$ cat src/rtl/meta_array_ctrl.sv
// Front-end controller for the per-way metadata SRAM array: sweeps every set to INIT_VAL after
// reset or flush, then serves one read and one write per cycle with same-cycle write-to-read forwarding.
module meta_array_ctrl #(
    parameter int              SETS     = 512,
    parameter int              ADDR_W   = 9,
    parameter int              WAYS     = 4,
    parameter int              DATA_W   = 2,
    parameter logic [DATA_W-1:0] INIT_VAL = '0
) (
    input  logic                     clk,
    input  logic                     rst_n,
    input  logic                     flush,
    output logic                     init_done,
    input  logic                     rd_valid,
    output logic                     rd_ready,
    input  logic [ADDR_W-1:0]        rd_set,
    output logic                     resp_valid,
    output logic [WAYS*DATA_W-1:0]   resp_data,
    input  logic                     wr_valid,
    output logic                     wr_ready,
    input  logic [ADDR_W-1:0]        wr_set,
    input  logic [WAYS-1:0]          wr_maskOH,
    input  logic [WAYS*DATA_W-1:0]   wr_data,
    output logic [ADDR_W-1:0]        arr_r_addr,
    input  logic [WAYS*DATA_W-1:0]   arr_r_data,
    output logic                     arr_w_en,
    output logic [ADDR_W-1:0]        arr_w_addr,
    output logic [WAYS*DATA_W-1:0]   arr_w_data,
    output logic [WAYS-1:0]          arr_w_maskOH
);

    typedef enum logic {ST_INIT, ST_RUN} state_t;

    localparam logic [ADDR_W-1:0] LAST_SET = ADDR_W'(SETS - 1);

    state_t                   state_reg, state_next;
    logic [ADDR_W-1:0]        cnt_reg, cnt_next;
    logic                     resp_valid_reg, resp_valid_next;
    logic                     fwd_hit_reg, fwd_hit_next;
    logic [WAYS-1:0]          fwd_mask_reg, fwd_mask_next;
    logic [WAYS*DATA_W-1:0]   fwd_data_reg, fwd_data_next;
    logic [WAYS*DATA_W-1:0]   init_word;

    // Per-way init pattern and per-way response mux (forwarded write data wins over array data).
    generate
        for (genvar gi = 0; gi < WAYS; gi++) begin : g_way
            assign init_word[gi*DATA_W +: DATA_W] = INIT_VAL;
            assign resp_data[gi*DATA_W +: DATA_W] = (fwd_hit_reg && fwd_mask_reg[gi])
                                                  ? fwd_data_reg[gi*DATA_W +: DATA_W]
                                                  : arr_r_data[gi*DATA_W +: DATA_W];
        end
    endgenerate

    assign resp_valid = resp_valid_reg;

    always_ff @(posedge clk or negedge rst_n) begin
        if (!rst_n) begin
            state_reg      <= ST_INIT;
            cnt_reg        <= '0;
            resp_valid_reg <= 1'b0;
            fwd_hit_reg    <= 1'b0;
            fwd_mask_reg   <= '0;
            fwd_data_reg   <= '0;
        end else begin
            state_reg      <= state_next;
            cnt_reg        <= cnt_next;
            resp_valid_reg <= resp_valid_next;
            fwd_hit_reg    <= fwd_hit_next;
            fwd_mask_reg   <= fwd_mask_next;
            fwd_data_reg   <= fwd_data_next;
        end
    end

    always_comb begin
        state_next      = state_reg;
        cnt_next        = cnt_reg;
        init_done       = 1'b0;
        rd_ready        = 1'b0;
        wr_ready        = 1'b0;
        arr_r_addr      = rd_set;
        arr_w_en        = 1'b0;
        arr_w_addr      = wr_set;
        arr_w_maskOH    = wr_maskOH;
        arr_w_data      = wr_data;
        resp_valid_next = 1'b0;
        fwd_hit_next    = 1'b0;
        fwd_mask_next   = wr_maskOH;
        fwd_data_next   = wr_data;

        unique case (state_reg)
            ST_INIT: begin
                arr_w_en     = 1'b1;
                arr_w_addr   = cnt_reg;
                arr_w_maskOH = '1;
                arr_w_data   = init_word;
                cnt_next     = cnt_reg + ADDR_W'(1);
                if (cnt_reg == LAST_SET) begin
                    cnt_next   = '0;
                    state_next = ST_RUN;
                end
            end
            ST_RUN: begin
                init_done       = 1'b1;
                rd_ready        = 1'b1;
                wr_ready        = 1'b1;
                arr_w_en        = wr_valid;
                resp_valid_next = rd_valid;
                // The array's read-during-write result is never trusted; same-set hits are forwarded.
                fwd_hit_next    = rd_valid && wr_valid && (rd_set == wr_set);
                if (flush) begin
                    state_next = ST_INIT;
                    cnt_next   = '0;
                end
            end
            default: begin
                state_next = ST_INIT;
                cnt_next   = '0;
            end
        endcase
    end

endmodule
$ cat config.mk
export PLATFORM = sky130hd
export DESIGN_NAME = meta_array_ctrl
export DESIGN_NICKNAME = d
export VERILOG_FILES = /design/src/rtl/meta_array_ctrl.sv
export SDC_FILE = /design/constraint.sdc
export NUM_CORES = 1
export LEC_CHECK = 0
export BUFFER_PORTS_ARGS = -buffer_cell sky130_fd_sc_hd__buf_2
export CELL_PAD_IN_SITES_DETAIL_PLACEMENT = 1
export CELL_PAD_IN_SITES_GLOBAL_PLACEMENT = 1
export CORE_MARGIN = 4
export CORE_UTILIZATION = 30
export DETAILED_ROUTE_END_ITERATION = 10
export PLACE_DENSITY_LB_ADDON = 0.1
export SETUP_SLACK_MARGIN = 0.5
export SKIP_LAST_GASP = 1
export SLEW_MARGIN = 20
export SYNTH_ARGS = -nofsm -noshare
export SYNTH_HDL_FRONTEND = slang
export SYNTH_SLANG_ARGS = --single-unit
$ cat constraint.sdc
create_clock -name clk -period 2.45 [get_ports clk]
set_clock_uncertainty 0.2 [all_clocks]
set_input_delay 0.245 -clock clk [delete_from_list [all_inputs] [get_ports clk]]
set_output_delay 0.245 -clock clk [all_outputs]
set_load 0.005 [all_outputs]
==> metrics.txt <==
status finished clean; initial antenna violation count 0; Seq/Total Area, Yosys 43.72%; Boundary Pins 86; critical path fanouts, max 7; Setup crit end kind flip-flop; total CTS buffers 3; Final Hold Vio Count 0; Setup TNS 0 ns; Yosys cell types 28; Worst EP required 2.43 ns; worst hold slack roughly 0.035 ns; relative max-transition margin 63.20%; most frequent cells in the layout buf_2, dfrtp_1, mux2_2; Die Wd 75.67 um; Starting DRT DRC Count 36; RSZ-0062 raised after global routing yes; nets approximately 270; Initial DRT Pass Iterations 4; measured slew at the worst slew-check pin approximately 0.55 ns; max incr delay on CP roughly 0.43 ns; class of the most critical hold timing path input pin to flip-flop; total power 1.273 mW; first-pass GRT wire length 6499 um; Root Buffer clkbuf_8; CTS tree yes; Final Slew Violations 0; drt total wl ~4400 um; antenna diode instance count 0; die height about 76 um; Reg clk slew, reported paths 0.08 ns; Setup Viol. Count Final 0; pwr dens ~640 mW/mm^2; worst slack, placed 0.3430 ns; CP arrival about 1.8 ns; layout cells sized above 1 between 50% and 60%; fin crit share 75.80%; syn nets ~180; fin area between 0.0015 and 0.002 sq mm; Post-Synthesis Cells roughly 130; Port Buffers 85; Area after DPL around 0.0017 sq mm; synthesis-to-finish area growth 44.72%; core outline area around 0.0044 sq mm; Top delay family on crit path adder cells; cells along the critical path ha_1 -> nand3_1 -> nor2_1 -> ha_2 -> nor2_4 -> a41oi_1 -> a31oi_1; Post-Synthesis Cell Area 0.001374 sq mm; max reg flops 9; number of global-route vias before repair roughly 1300; PnR worst setup slack 0.5929 ns; row count 24; via-per-instance ratio 4.832; clock buffer depth 2; highest clock rate around 540 MHz; # DRC 0; gpl congestion ~0.79; post-DP HPWL 3476 um; worst vdd ir 0.3188 mV; Setup CP Type flip-flop to flip-flop; worst path buffer plus inverter count 0; GRT overflow 0; Leakage 0.9707 nW; Max Cap Violations 0; critical path's slowest cell dfrtp_1; Startpoint Class flip-flop; post-route ant nets 0; GRT Total Usage 15.00%; Yosys warning count 0; largest net degree at the start of global routing 26; most common cell after layout, fill and taps aside buf_2; Vias 1319; Final min period about 1.9 ns; # clock sinks 24; Initial Util a little under a third; CTS H-tree lvls 1; Clk Latency, worst-skew pair 0.26 ns; Avg WL per Cell 16.27 um; DIE AREA 0.005726 sq mm; Syn Area/Cell 10.49 sq um; #FFs+latches synth 24
[layout make-up]
class | instances | area, sq um
multi-input cells | 89 | 649.4
clock buffers | 3 | 41.29
well taps | 52 | 65.06
inverters | 3 | 11.26
fillers | 519 | 2396
clock inverters | 1 | 30.03
flip-flops and latches | 24 | 603.1
repair buffers | 101 | 588.1
[per-stage QoR]
step,cells,util (%)
after detailed placement,253,39.81
after CTS,271,44.86
after floorplan,131,-
after global placement,253,39.81
after global routing,273,45.35
final,273,45.35
[report_power, final]
part           switching, mW  leakage (nW)  internal, mW
registers             0.0818         0.295         0.458
clock network          0.128        0.0357         0.218
logic                  0.176         0.640         0.211
total                  0.386         0.971         0.887
[final timing paths]
check,startpoint,to,slack (ns),cells after the start
worst min-delay path,wr_valid,fwd_hit_reg,0.03,3
worst max register to register,cnt_reg[0],cnt_reg[5],0.59,7
worst max-delay path,cnt_reg[0],cnt_reg[5],0.59,7
min in group asynchronous,rst_n,fwd_data_reg[1],0.30,2
max in group asynchronous,rst_n,cnt_reg[1],1.34,2
worst min register to register,cnt_reg[7],cnt_reg[7],0.30,1
[worst reg2reg max path, delay by kind of cell, from the launching register on]
| kind | cells | cell delay, ns |
|---|---|---|
| AOI/OAI and AO/OA | 2 | 0.32 |
| adders and majority gates | 2 | 0.49 |
| DFF | 1 | 0.43 |
| and+or+nand+nor | 3 | 0.34 |
[synthesized netlist by cell type]
cell type / number / share of area [%]
buf_6: 2 / 1.6
xnor2_1: 9 / 5.7
nor2_2: 1 / 0.46
nor3_1: 2 / 0.73
a21oi_1: 3 / 1.1
a22o_1: 1 / 0.64
a41oi_1: 2 / 1.3
nand4_2: 1 / 0.91
nor2_1: 1 / 0.27
buf_4: 11 / 6.0
nor2b_1: 1 / 0.46
clkbuf_8: 1 / 1.0
inv_1: 3 / 0.82
clkbuf_1: 2 / 0.55
and2_1: 9 / 4.1
or2b_1: 1 / 0.55
nand3_1: 5 / 1.8
a31oi_1: 3 / 1.4
and3_1: 2 / 0.91
mux2_2: 16 / 13
ha_1: 2 / 1.8
o41a_1: 1 / 0.82
nand2_1: 11 / 3.0
nand2b_1: 5 / 2.3
nand4_1: 2 / 0.91
o21ai_0: 9 / 3.3
dfrtp_1: 24 / 44
mux2i_1: 1 / 0.73
[logic make-up (layout without fill, tap and decap cells)]
| kind of cell | Yosys count | after routing | synth area share, % |
|---|---|---|---|
| AOI/OAI and AO/OA | 19 | 19 | 8.470 |
| xor gates and xnor gates | 9 | 9 | 5.738 |
| adders and majority gates | 2 | 2 | 1.821 |
| buffers and inverters | 19 | 108 | 10.02 |
| DFF | 24 | 24 | 43.72 |
| muxes | 17 | 17 | 13.84 |
| and+or+nand+nor | 41 | 42 | 16.39 |
[timing repair]
| item | CTS | global route |
|---|---|---|
| endpoints found under the setup margin | 11 | 12 |
| resized for setup | 3 | 3 |
| hold buffers | 14 | 0 |
| pin swaps | 0 | 1 |
| setup buffers | 0 | 1 |
| endpoints found under the hold margin | 37 | 0 |
| cloned | 0 | 1 |
[metal layers]
metal / vias up / global-route usage, % / routed length, um
li1: 623 / - / -
met1: 655 / 17.35 / 1698
met2: 39 / 28.09 / 2419
met3: 2 / 2.639 / 307
met4: 0 / 4.272 / 14
met5: - / 0 / 0
(Power assumes the default switching activity.)
